<file path="src/rtl/uart_pkg.sv">
// Shared UART definitions: transmit FSM encoding and the default board line rate.
package uart_pkg;

    localparam int UART_CLK_HZ = 100_000_000;
    localparam int UART_BAUD   = 115_200;

    // Nearest whole number of clocks per bit for a given clock and baud rate.
    function automatic int clks_per_bit(input int clk_hz, input int baud);
        return (clk_hz + (baud / 2)) / baud;
    endfunction

    localparam int UART_CLKS_PER_BIT = clks_per_bit(UART_CLK_HZ, UART_BAUD);

    typedef enum logic [2:0] {
        TX_IDLE  = 3'd0,
        TX_REQ   = 3'd1,
        TX_WAIT  = 3'd2,
        TX_START = 3'd3,
        TX_DATA  = 3'd4,
        TX_STOP  = 3'd5
    } tx_state_t;

endpackage

</file>
<file path="src/rtl/uart_tx_serializer_if.sv">
// Byte request/response link between the output value generator and the UART transmitter.
interface uart_tx_serializer_if #(
    parameter int DATA_WIDTH = 8
);

    logic [DATA_WIDTH-1:0] in_data;
    logic                  in_valid;
    logic                  tx_ready;

    modport master (
        output in_data,
        output in_valid,
        input  tx_ready
    );

    modport slave (
        input  in_data,
        input  in_valid,
        output tx_ready
    );

endinterface

</file>
<file path="src/rtl/uart_baud_counter.sv">
// Bit-period timer: counts enabled cycles and flags the last cycle of each bit period.
module uart_baud_counter #(
    parameter int CLKS_PER_BIT = 868
) (
    input  logic clk,
    input  logic reset,
    input  logic en,
    input  logic clear,
    output logic bit_done
);

    localparam int CNT_W = (CLKS_PER_BIT > 1) ? $clog2(CLKS_PER_BIT) : 1;
    localparam logic [CNT_W-1:0] CNT_LAST = CNT_W'(CLKS_PER_BIT - 1);

    logic [CNT_W-1:0] count_q;
    logic [CNT_W-1:0] count_d;

    // Gated by en so a frozen counter sitting on its last count does not retrigger.
    assign bit_done = en && (count_q == CNT_LAST);

    always_comb begin
        count_d = count_q;
        if (clear) begin
            count_d = '0;
        end else if (en) begin
            if (count_q == CNT_LAST) begin
                count_d = '0;
            end else begin
                count_d = count_q + CNT_W'(1);
            end
        end
    end

    always_ff @(posedge clk) begin
        if (reset) begin
            count_q <= '0;
        end else begin
            count_q <= count_d;
        end
    end

endmodule

</file>
<file path="src/rtl/uart_tx_serializer.sv">
// UART 8N1 transmitter: polls the generator for one byte at a time and shifts
// it out LSB first between a start and a stop bit.
module uart_tx_serializer
    import uart_pkg::*;
#(
    parameter int DATA_WIDTH   = 8,
    parameter int CLKS_PER_BIT = UART_CLKS_PER_BIT
) (
    input  logic                clk,
    input  logic                reset,
    input  logic                ena,
    uart_tx_serializer_if.slave gen,
    output logic                tx,
    output logic                busy
);

    localparam int BIT_W = (DATA_WIDTH > 1) ? $clog2(DATA_WIDTH) : 1;
    localparam logic [BIT_W-1:0] LAST_BIT = BIT_W'(DATA_WIDTH - 1);

    localparam logic [2:0] S_IDLE  = TX_IDLE;
    localparam logic [2:0] S_REQ   = TX_REQ;
    localparam logic [2:0] S_WAIT  = TX_WAIT;
    localparam logic [2:0] S_START = TX_START;
    localparam logic [2:0] S_DATA  = TX_DATA;
    localparam logic [2:0] S_STOP  = TX_STOP;

    logic [2:0]            state_q;
    logic [2:0]            state_d;
    logic [DATA_WIDTH-1:0] shift_q;
    logic [DATA_WIDTH-1:0] shift_d;
    logic [BIT_W-1:0]      bit_idx_q;
    logic [BIT_W-1:0]      bit_idx_d;
    logic                  tx_q;
    logic                  tx_d;
    logic                  tx_ready_q;
    logic                  tx_ready_d;
    logic                  busy_q;
    logic                  busy_d;

    logic in_frame;
    logic baud_en;
    logic baud_clear;
    logic bit_done;

    assign in_frame = (state_q == S_START) || (state_q == S_DATA) || (state_q == S_STOP);
    assign baud_en  = ena && in_frame;

    uart_baud_counter #(
        .CLKS_PER_BIT(CLKS_PER_BIT)
    ) u_baud (
        .clk     (clk),
        .reset   (reset),
        .en      (baud_en),
        .clear   (baud_clear),
        .bit_done(bit_done)
    );

    always_comb begin
        state_d    = state_q;
        shift_d    = shift_q;
        bit_idx_d  = bit_idx_q;
        baud_clear = 1'b0;
        if (ena) begin
            case (state_q)
                S_IDLE: state_d = S_REQ;
                S_REQ:  state_d = S_WAIT;
                S_WAIT: begin
                    // No valid byte: fall back to IDLE so the request repeats every 3 cycles.
                    if (gen.in_valid) begin
                        shift_d    = gen.in_data;
                        bit_idx_d  = '0;
                        baud_clear = 1'b1;
                        state_d    = S_START;
                    end else begin
                        state_d = S_IDLE;
                    end
                end
                S_START: begin
                    if (bit_done) begin
                        state_d = S_DATA;
                    end
                end
                S_DATA: begin
                    if (bit_done) begin
                        shift_d   = shift_q >> 1;
                        bit_idx_d = bit_idx_q + BIT_W'(1);
                        if (bit_idx_q == LAST_BIT) begin
                            state_d = S_STOP;
                        end
                    end
                end
                S_STOP: begin
                    if (bit_done) begin
                        state_d = S_IDLE;
                    end
                end
                default: state_d = S_IDLE;
            endcase
        end
    end

    // Outputs are registered from the next state so they track it with no input-to-output path.
    always_comb begin
        case (state_d)
            S_START: tx_d = 1'b0;
            S_DATA:  tx_d = shift_d[0];
            default: tx_d = 1'b1;
        endcase
        busy_d     = (state_d == S_START) || (state_d == S_DATA) || (state_d == S_STOP);
        tx_ready_d = (state_q == S_IDLE) && (state_d == S_REQ);
    end

    always_ff @(posedge clk) begin
        if (reset) begin
            state_q    <= S_IDLE;
            shift_q    <= '0;
            bit_idx_q  <= '0;
            tx_q       <= 1'b1;
            tx_ready_q <= 1'b0;
            busy_q     <= 1'b0;
        end else begin
            state_q    <= state_d;
            shift_q    <= shift_d;
            bit_idx_q  <= bit_idx_d;
            tx_q       <= tx_d;
            tx_ready_q <= tx_ready_d;
            busy_q     <= busy_d;
        end
    end

    assign tx           = tx_q;
    assign busy         = busy_q;
    assign gen.tx_ready = tx_ready_q;

endmodule

</file>
<file path="src/flat_wrapper.sv">
// flat-port wrapper written by rule: the top's interface ports become plain ports
module uart_tx_serializer_flat import uart_pkg::*;
#(
    parameter int DATA_WIDTH   = 8,
    parameter int CLKS_PER_BIT = UART_CLKS_PER_BIT
)
  (clk, reset, ena, tx, busy, gen_in_data, gen_in_valid, gen_tx_ready);
  uart_tx_serializer_if #(.DATA_WIDTH(DATA_WIDTH)) gen_i ();
  input  logic clk;
  input  logic reset;
  input  logic ena;
  output logic tx;
  output logic busy;
  input wire logic [$bits(gen_i.in_data)-1:0] gen_in_data;
  input wire logic [$bits(gen_i.in_valid)-1:0] gen_in_valid;
  output wire logic [$bits(gen_i.tx_ready)-1:0] gen_tx_ready;
  assign gen_i.in_data = gen_in_data;
  assign gen_i.in_valid = gen_in_valid;
  assign gen_tx_ready = gen_i.tx_ready;
  uart_tx_serializer #(.DATA_WIDTH(DATA_WIDTH), .CLKS_PER_BIT(CLKS_PER_BIT)) u_core (.clk(clk), .reset(reset), .ena(ena), .gen(gen_i), .tx(tx), .busy(busy));
endmodule
</file>
<file path="config.mk">
export PLATFORM = sky130hd
export DESIGN_NAME = uart_tx_serializer_flat
export DESIGN_NICKNAME = d
export VERILOG_FILES = /design/src/rtl/uart_pkg.sv /design/src/rtl/uart_tx_serializer_if.sv /design/src/rtl/uart_baud_counter.sv /design/src/rtl/uart_tx_serializer.sv /design/src/flat_wrapper.sv
export SDC_FILE = /design/constraint.sdc
export NUM_CORES = 1
export LEC_CHECK = 0
export CORE_UTILIZATION = 50
export CTS_BUF_LIST = sky130_fd_sc_hd__clkbuf_8
export DETAILED_ROUTE_END_ITERATION = 8
export GPL_TIMING_DRIVEN = 1
export PLACE_DENSITY = 0.8
export SETUP_SLACK_MARGIN = 0.5
export SYNTH_ARGS = -nofsm -noshare
export SYNTH_HDL_FRONTEND = slang
export SYNTH_SLANG_ARGS = --single-unit
</file>
<file path="constraint.sdc">
create_clock -name clk -period 3.38 [get_ports clk]
set_input_delay 0.676 -clock clk [delete_from_list [all_inputs] [get_ports clk]]
set_output_delay 0.676 -clock clk [all_outputs]
set_load 0.005 [all_outputs]
</file>
==> results of run 1 <==
report_power, final:
part / internal (mW) / leakage (nW) / switching (mW)
Combinational: 0.0301 / 0.322 / 0.0258
Clock: 0.0814 / 0.0269 / 0.0976
Sequential: 0.324 / 0.218 / 0.00938
per-stage QoR:
step	std cells	power, mW
after CTS	208	0.572
after floorplan	167	0.378
after detailed placement	204	0.396
final	208	0.569
after global placement	204	0.394
after global routing	208	0.592
cells by family (layout without fill, tap and decap cells):
kind of cell	count (synthesis)	after routing
simple gates	76	76
compound gates	42	42
flops	27	27
buf+inv	11	21
xor+xnor	7	7
fa+ha+maj	3	3
mux	1	1
area by class of cell:
class                      count  area, um^2  area share (%)
multi-input combinational    129         850            52.0
sequential                    27         541            33.1
timing repair buffer          16         155            9.50
clock buffer                   3        41.3            2.53
tap                           31        38.8            2.38
clock inverter                 1        3.75           0.230
inverter                       1        3.75           0.230
cells in the mapped netlist, drive strengths merged (2+ instances only):
master / n
nor2: 18
a21oi: 11
nor4b: 3
clkbuf: 6
dfxtp: 27
a31oi: 2
or3: 2
nand3: 10
xor2: 5
nand2: 13
nand3b: 3
a211oi: 9
and2b: 2
nand4: 2
or2b: 2
o21ai: 12
and3: 4
ha: 3
and2: 2
buf: 4
nor2b: 3
xnor2: 2
worst min-delay path, cell delays in order (launching register included):
cell     delay (ns)
dfxtp_1        0.32
nand3_1        0.06
a21oi_1        0.05
layer usage:
layer	vias up	share of wire [%]
met3	5	3.9
met4	0	1.2
met2	31	48
li1	624	-
met5	-	0
met1	605	47
final timing paths:
check | from | end | slack (ns)
max | ena | u_core.tx | 0.83
min | u_core.bit_idx_q[2] | u_core.bit_idx_q[2] | 0.48
max reg2reg | u_core.u_baud.count_q[3] | u_core.tx | 1.17
min reg2reg | u_core.bit_idx_q[2] | u_core.bit_idx_q[2] | 0.48
state kept, by name, indices dropped and copies added, names as in the netlist:
signal / cells
u_core.busy: 1
u_core.gen.tx_ready: 1
u_core.shift_q: 8
u_core.tx: 1
u_core.u_baud.count_q: 10
u_core.bit_idx_q: 3
u_core.state_q: 3
==> out/qor.yml, run 1 <==
place_area_um2: 1590
grt_util_all_layers_pct: 19.8
clk_pin_slew_ns: 0.09
synth_edf_count: 0
synthAdderAreaFrac_pct: 2.53
finish.utilization_pct: 58.7
setup_tns_ns: 0
p_per_area_nw_per_um2: 348
overflow: 0
maxCapViolations: 0
path_depth: 7
cts_hold_buf: 0
crit_path_max_fanout: 13
fin_ws_ns: 0.830
seq_area_frac_synth_pct: 36.5
finalSetupViolCount: 0
syn_inst: 167
dr.pass1.iters: 4
post_drt_wl_per_cell_um: 14.3
stdcell_area_um2: 1630
syn_nets: 182
hold_violations: 0
grt_pass1_vias: 1188
yosysWarnings: 0
synth_area_per_cell_um2: 8.87
via_count: 1265
synth-seq-cells: 27
cp.buffers_inverters: 2
die_h_um: 56.4
synth_top_family_by_area: "simple AND/OR/NAND/NOR gates"
boundaryPins: 15
num_antenna_cells: 0
dp_hpwl_mm: 2.13
vdd_drop_max_uv: 290
rows: 19
die_w_um: 56.4
netlist_top_cells_area: "dfxtp_1 36%, a211oi_1 4.6%, nor2_1 4.6%, a21oi_1 3.7%, nand3_1 3.4%"
whs_ns: 0.478
globalplace.congestion: 0.810
layout-drive-gt1-share_pct: 10.2
cts_resized: 0
skew_ns: 0.00394
rsz0062_at_grt: "false"
grt_pass1_wl_mm: 5.08
fin_nets: 193
cts_sinks: 27
drtIter0Drc: 50
drt-total-wl_mm: 2.97
antenna_found_initial: 0
die_area_um2: 3180
maxSlewViolCount: 0
synth_compound_area_share_pct: 20.1
drc: 0
tritoncts: "yes"
fin_crit_sh_pct: 75.5
synthDistinctLibCells: 50
htree_levels: 1
met3_usage_pct: 2.76
cpPeakStageDelay_ns: 0.76
synthSimpleGateAreaFrac_pct: 29.9
relSlewSlack_pct: 52.6
cts_root_buffer: "clkbuf_8"
async_flop_share_pct: 0
fmax_mhz: 392
initial_core_util_pct: 53.3
hold_depth: 2
hp-class: "reg -> reg"
postCtsSetupRepairBufs: 0
post-route-min-period_ns: 2.55
grt_start_max_net_pins: 19
clk_latency_ns: 0.27
synthXorXnorAreaFrac_pct: 4.14
fillers: 253
cp-end-kind: "flop"
ant_nets: 0
io_buffers: 14
numCtsBuffers: 3
synth_top_cell_by_area: "dfxtp_1"
core_um2: 2780
grt_use_met2_pct: 31.9
final_common_cell: "dfxtp_1"
syn_area_um2: 1480
grt.busiest_layer: "met2"
reg2regPathDepth: 6
crit_type: "in -> reg"
p_leak_nw: 0.567
tightest_slew_ns: 0.702
outcome: "completed"
crit_slowest_cell: "clkdlybuf4s50_1"
cts_buffer_depth: 2
critical_path.top_delay_family: "buffers and inverters"
via_per_inst: 6.08
mostFrequentLayoutCells: "27 x dfxtp_1, 18 x nor2_1, 14 x clkdlybuf4s50_1"
gr-usage-met1_pct: 26.8
worst_ep_required_time_ns: 3.54
crit_arrival_ns: 2.71
cp-start-kind: "input port"
synth_mux_area_share_pct: 0.676
synth_top_area_share_pct: 36.5
area_delta_synth_final_pct: 10.2
ys.flop_type: "dfxtp_1"
dp_slack_ns: 0.609
worstPathCellList: "clkdlybuf4s50_1 > and2_1 > nand4_1 > buf_4 > a211oi_1 > nor4b_1 > o21bai_1"
Power figures use the tool's default switching activity.
==> run 2: changes to the inputs <==
==> constraint.sdc (replaced) <==
create_clock -name clk -period 2.65 [get_ports clk]
set_input_delay 0.53 -clock clk [delete_from_list [all_inputs] [get_ports clk]]
set_output_delay 0.53 -clock clk [all_outputs]
set_load 0.005 [all_outputs]
==> run 2 against run 1 <==
First-iteration DRC count is 2.0% lower. Hold slack better by 0.0058 ns. Power is 30% higher. Critical endpoint is now u_core.shift_q[6]. Largest cell class unchanged.
==> out/qor.yml, run 2 (synthesized netlist as in run 1, its figures left out) <==
outcome: "completed"  # unchanged
finalPower_mw: 0.740  # was 0.569 mW
tritoncts: "yes"  # unchanged
die_area_um2: 3180  # unchanged
largest_register_ffs: 10  # unchanged
crit_type: "in -> reg"  # unchanged
cp-end-kind: "flop"  # unchanged
final_common_cell: "dfxtp_1"  # unchanged
fin_cells: 211  # was 208
p_leak_nw: 0.581  # was 0.567 nW
drtIter0Drc: 49  # was 50
skew_ns: 0.00400  # was 0.00394 ns
grt_pass1_wl_mm: 5.13  # was 5.08 mm
boundaryPins: 15  # unchanged
stdcell_area_um2: 1680  # was 1630 um^2
cts_hold_buf: 0  # unchanged
post-route-min-period_ns: 2.03
fin_crit_sh_pct: 76.6
vdd_drop_max_uv: 359  # was 290 uV
finalSetupViolCount: 0  # unchanged
maxCapViolations: 0  # unchanged
fillers: 241  # was 253
setup_tns_ns: 0  # unchanged
ant_nets: 0  # unchanged
relSlewSlack_pct: 62.9  # was 52.6%
clk_pin_slew_ns: 0.09  # about the same
crit_arrival_ns: 2.22  # was 2.71 ns
rows: 19  # unchanged
rsz0062_at_grt: "true"  # was false
p_per_area_nw_per_um2: 441  # was 348 nW/um^2
cts_root_buffer: "clkbuf_8"  # unchanged
initial_core_util_pct: 53.3  # unchanged
core_um2: 2780  # unchanged
via_per_inst: 6.06  # was 6.08
via_count: 1278  # was 1265
hold_violations: 0  # unchanged
io_buffers: 14  # unchanged
hp-class: "reg -> reg"  # unchanged
grt_util_all_layers_pct: 20.3  # was 19.8%
die_h_um: 56.4  # unchanged
layout-drive-gt1-share_pct: 13.3  # was 10.2%
cts_buffer_depth: 2  # unchanged
critical_path.top_delay_family: "simple AND/OR/NAND/NOR gates"  # was buffers and inverters
worst_ep_required_time_ns: 2.84  # was 3.54 ns
whs_ns: 0.484  # was 0.478 ns
largest_register: "u_core.u_baud.count_q"  # unchanged
top_regs: "u_core.u_baud.count_q: 10 flops, u_core.shift_q: 8 flops"  # unchanged
cp-start-kind: "input port"  # unchanged
grt_pass1_vias: 1227  # was 1188
grt_start_max_net_pins: 18  # was 19
cpPeakStageDelay_ns: 0.50  # was 0.76 ns
overflow: 0  # unchanged
dp.cells: 207  # was 204
worstPathCellList: "clkdlybuf4s50_1 > nor4bb_4 > buf_4 > nand2_1 > nand2_2 > nor2_1 > a211oi_1"  # was clkdlybuf4s50_1 > and2_1 > nand4_1 > buf_4 > a211oi_1 > nor4b_1 > o21bai_1
num_antenna_cells: 0  # unchanged
place_area_um2: 1610  # was 1590 um^2
post_drt_wl_per_cell_um: 14.9  # was 14.3 um
drt-total-wl_mm: 3.14  # was 2.97 mm
antenna_found_initial: 0  # unchanged
fin_nets: 196  # was 193
mostFrequentLayoutCells: "27 x dfxtp_1, 18 x nor2_1, 14 x clkdlybuf4s50_1"  # unchanged
clk_latency_ns: 0.28  # was 0.27 ns
tightest_slew_ns: 0.549  # was 0.702 ns
die_w_um: 56.4  # unchanged
drc: 0  # unchanged
crit_path_max_fanout: 9  # was 13
maxSlewViolCount: 0  # unchanged
cts_sinks: 27  # unchanged
postCtsSetupRepairBufs: 0  # unchanged
fmax_mhz: 493
cp.buffers_inverters: 2  # unchanged
dp_hpwl_mm: 2.26  # was 2.13 mm
htree_levels: 1  # unchanged
crit_slowest_cell: "clkdlybuf4s50_1"  # unchanged
numCtsBuffers: 3  # unchanged
dr.pass1.iters: 4  # unchanged
area_delta_synth_final_pct: 13.1  # was 10.2%
globalplace.congestion: 0.815  # was 0.810
## run 2: cell count changes in the layout (fill, tap and decap cells not counted)
| cell | delta |
|---|---|
| nor4bb_1 | -1 |
| buf_4 | +3 |
| nand2_1 | -1 |
| nor4bb_4 | +1 |
| or3b_1 | -1 |
| or3b_4 | +1 |
| nand2_2 | +1 |
## run 2: power breakdown
group / total (mW) / switching (mW) / internal [mW]
sequential: 0.426 / 0.0127 / 0.414
combinational: 0.0769 / 0.0337 / 0.0432
clock: 0.236 / 0.132 / 0.104
total: 0.740 / 0.179 / 0.561
## run 2: cell type report
type / count / area (um^2) / area share, %
flip-flops and latches: 27 / 541 / 32.3
well taps: 31 / 38.8 / 2.32
repair buffers: 19 / 178 / 10.6
clock buffers: 3 / 41.3 / 2.46
inverters: 1 / 3.75 / 0.224
clock inverters: 1 / 3.75 / 0.224
multi-input cells: 129 / 870 / 51.9
## run 2: through the flow
stage / worst slack [ns] / utilization [%]
2_1_floorplan: 0.915 / -
3_5_place_dp: 0.200 / 57.9
6_report: 0.620 / 60.2
5_1_grt: 0.476 / 60.2
4_1_cts: 0.512 / 59.7
3_3_place_gp: 0.289 / 57.9
## run 2: tightest hold or removal path, delay by kind of cell (launching register included)
| family | cells | cell delay (ns) |
|---|---|---|
| simple gates | 1 | 0.06 |
| flops | 1 | 0.32 |
| compound gates | 1 | 0.06 |
## run 2: timing repair
| item | 4_1_cts | 5_1_grt |
|---|---|---|
| setup endpoints to repair | 13 | 19 |
| gates resized for setup | 1 | 3 |
| pin swaps | 0 | 1 |
| cloned | 0 | 0 |
## run 2: routing by layer
layer	share of wire, %	up-vias	GRT usage (%)
met3	2.0	7	2.76
met1	44	614	23.8
met2	52	19	36.6
li1	-	638	-
met5	0	-	0
met4	1.8	0	8.36
## run 2: path summary, 6_finish.rpt
kind                                   startpoint                end  slack (ns)  depth (start not counted)
worst max-delay path                 gen_in_valid  u_core.shift_q[6]        0.62                          7
worst min register to register  u_core.shift_q[7]  u_core.shift_q[7]        0.48                          2
worst min-delay path            u_core.shift_q[7]  u_core.shift_q[7]        0.48                          2
worst max register to register  u_core.state_q[2]          u_core.tx        0.65                          5
==> run 3: changes to the inputs <==
==> constraint.sdc (replaced) <==
create_clock -name clk -period 2.1 [get_ports clk]
set_input_delay 0.42 -clock clk [delete_from_list [all_inputs] [get_ports clk]]
set_output_delay 0.42 -clock clk [all_outputs]
set_load 0.005 [all_outputs]
==> run 3 against run 2 <==
Non-clock buffer count increased by 23. Final area rose by 22%. Combinational power is 85% higher. Sequential share of layout area shrank 5.1 points. Clock skew increased by 0.0041 ns. Wire length up 34%. Final cell count grew 11%. Clock power rose by 33%. Die area unchanged. Sequential power up 25%. Critical endpoint is now u_core.tx. Largest cell class unchanged.
==> out/qor.yml, run 3 (synthesized netlist as in run 1, its figures left out) <==
num_antenna_cells: 0  # unchanged
largest_register_ffs: 10  # unchanged
io_buffers: 14  # unchanged
final_common_cell: "buf_4"  # was dfxtp_1
mostFrequentLayoutCells: "22 x buf_4, 20 x dfxtp_1, 12 x clkdlybuf4s50_1"  # was 27 x dfxtp_1, 18 x nor2_1, 14 x clkdlybuf4s50_1
worstPathCellList: "nor3b_1 > nand4_1 > a211oi_1 > nor4b_2 > o21bai_1"  # was clkdlybuf4s50_1 > nor4bb_4 > buf_4 > nand2_1 > nand2_2 > nor2_1 > a211oi_1
clk_pin_slew_ns: 0.11  # was 0.09 ns
via_per_inst: 6.30  # was 6.06
dr.pass1.iters: 5  # was 4
maxSlewViolCount: 0  # unchanged
tritoncts: "yes"  # unchanged
top_regs: "u_core.u_baud.count_q: 10 flops, u_core.shift_q: 8 flops"  # unchanged
cts_hold_buf: 0  # unchanged
multi_input_area_um2: 1010  # was 870 um^2
crit_slowest_cell: "dfxtp_4"  # was clkdlybuf4s50_1
grt_start_max_net_pins: 18  # unchanged
area_delta_synth_final_pct: 38.3  # was 13.1%
die_area_um2: 3180  # unchanged
p_leak_nw: 0.748  # was 0.581 nW
regArea_um2: 557  # was 541 um^2
numCtsBuffers: 3  # unchanged
place_area_um2: 1700  # was 1610 um^2
grt_pass1_wl_mm: 5.74  # was 5.13 mm
rows: 19  # unchanged
worst_ep_required_time_ns: 2.28  # was 2.84 ns
maxCapViolations: 0  # unchanged
via_count: 1474  # was 1278
fin_ws_ns: 0.243  # was 0.620 ns
antenna_found_initial: 0  # unchanged
die_w_um: 56.4  # unchanged
dp.cells: 215  # was 207
boundaryPins: 15  # unchanged
cpPeakStageDelay_ns: 0.44  # was 0.50 ns
clk_latency_ns: 0.28  # about the same
crit_path_max_fanout: 13  # was 9
fmax_mhz: 538
finalSetupViolCount: 0  # unchanged
core_um2: 2780  # unchanged
layout-drive-gt1-share_pct: 38.9  # was 13.3%
crit_type: "reg -> reg"  # was in -> reg
stdcell_area_um2: 2050  # was 1680 um^2
setup_tns_ns: 0  # unchanged
drtIter0Drc: 95  # was 49
die_h_um: 56.4  # unchanged
drt-total-wl_mm: 4.22  # was 3.14 mm
cp-end-kind: "flop"  # unchanged
post-route-min-period_ns: 1.86
dp_hpwl_mm: 2.29  # was 2.26 mm
fillers: 171  # was 241
hp-class: "reg -> reg"  # unchanged
largest_register: "u_core.u_baud.count_q"  # unchanged
globalplace.congestion: 0.852  # was 0.815
drc: 0  # unchanged
crit_arrival_ns: 2.03  # was 2.22 ns
initial_core_util_pct: 53.3  # unchanged
dp_slack_ns: -0.127  # was 0.200 ns
post_drt_wl_per_cell_um: 18.0  # was 14.9 um
tightest_slew_ns: 0.382  # was 0.549 ns
skew_ns: 0.00810  # was 0.00400 ns
fin_cells: 234  # was 211
ant_nets: 0  # unchanged
vdd_drop_max_uv: 492  # was 359 uV
cts_root_buffer: "clkbuf_8"  # unchanged
grt_pass1_vias: 1275  # was 1227
relSlewSlack_pct: 74.5  # was 62.9%
cts_sinks: 27  # unchanged
grt_util_all_layers_pct: 22.7  # was 20.3%
overflow: 0  # unchanged
fin_nets: 219  # was 196
rsz0062_at_grt: "true"  # unchanged
htree_levels: 1  # unchanged
p_per_area_nw_per_um2: 484  # was 441 nW/um^2
cts_buffer_depth: 2  # unchanged
hold_violations: 0  # unchanged
fin_crit_sh_pct: 88.4
whs_ns: 0.476  # was 0.484 ns
outcome: "completed"  # unchanged
cp-start-kind: "flop"  # was input port
-- run 3: changes by cell type in the layout (fill, tap and decap cells not counted), moves of 3 or more --
cell,before,now
dfxtp_1,27,20
buf_4,5,22
a21oi_1,11,7
dfxtp_4,0,3
nor2_1,18,10
nor2_2,0,7
buf_6,0,3
dfxtp_2,0,4
a21oi_2,0,4
-- run 3: power by group --
group | switching [mW] | leakage, nW | total [mW] | internal (mW)
clock | 0.180 | 0.0217 | 0.315 | 0.135
combinational | 0.0637 | 0.504 | 0.142 | 0.0785
sequential | 0.0144 | 0.222 | 0.534 | 0.520
total | 0.258 | 0.748 | 0.991 | 0.733
-- run 3: repair_timing --
action,4_1_cts,5_1_grt
resized for setup,18,30
setup buffers,3,10
endpoints found under the setup margin,27,26
hold endpoints to repair,0,0
gates cloned,0,2
pin swaps,9,17
-- run 3: path summary, 6_finish.rpt --
path | start | to | slack [ns] | depth (start not counted)
worst min-delay path | u_core.shift_q[7] | u_core.shift_q[7] | 0.48 | 2
worst max register to register | u_core.state_q[2] | u_core.tx | 0.24 | 5
worst max-delay path | u_core.state_q[2] | u_core.tx | 0.24 | 5
worst min register to register | u_core.shift_q[7] | u_core.shift_q[7] | 0.48 | 2
-- run 3: cell type report --
| class | instances | area share, % |
|---|---|---|
| Multi-Input combinational cell | 129 | 49.3 |
| Clock inverter | 1 | 0.367 |
| Timing Repair Buffer | 42 | 19.1 |
| Inverter | 1 | 0.183 |
| Clock buffer | 3 | 2.02 |
| Tap cell | 31 | 1.89 |
| Sequential cell | 27 | 27.2 |
-- run 3: worst max-delay path: cells and delay by family, from the launching register on --
family	cells	cell delay, ns
simple gates	3	0.87
compound gates	2	0.44
flops	1	0.44
-- run 3: metal layers --
metal / GRT usage, % / part of all wire [%] / vias to the layer above
li1: - / - / 679
met2: 38.8 / 50 / 77
met5: 0 / 0 / -
met1: 28.3 / 41 / 702
met4: 9.06 / 2.7 / 0
met3: 3.46 / 7.0 / 16
-- run 3: through the flow --
| step | power, mW | util [%] |
|---|---|---|
| finish | 0.991 | 73.6 |
| detailed placement | 0.655 | 61.0 |
| global route | 1.02 | 73.6 |
| global placement | 0.651 | 61.0 |
| floorplan | 0.609 | - |
| CTS | 0.966 | 65.7 |
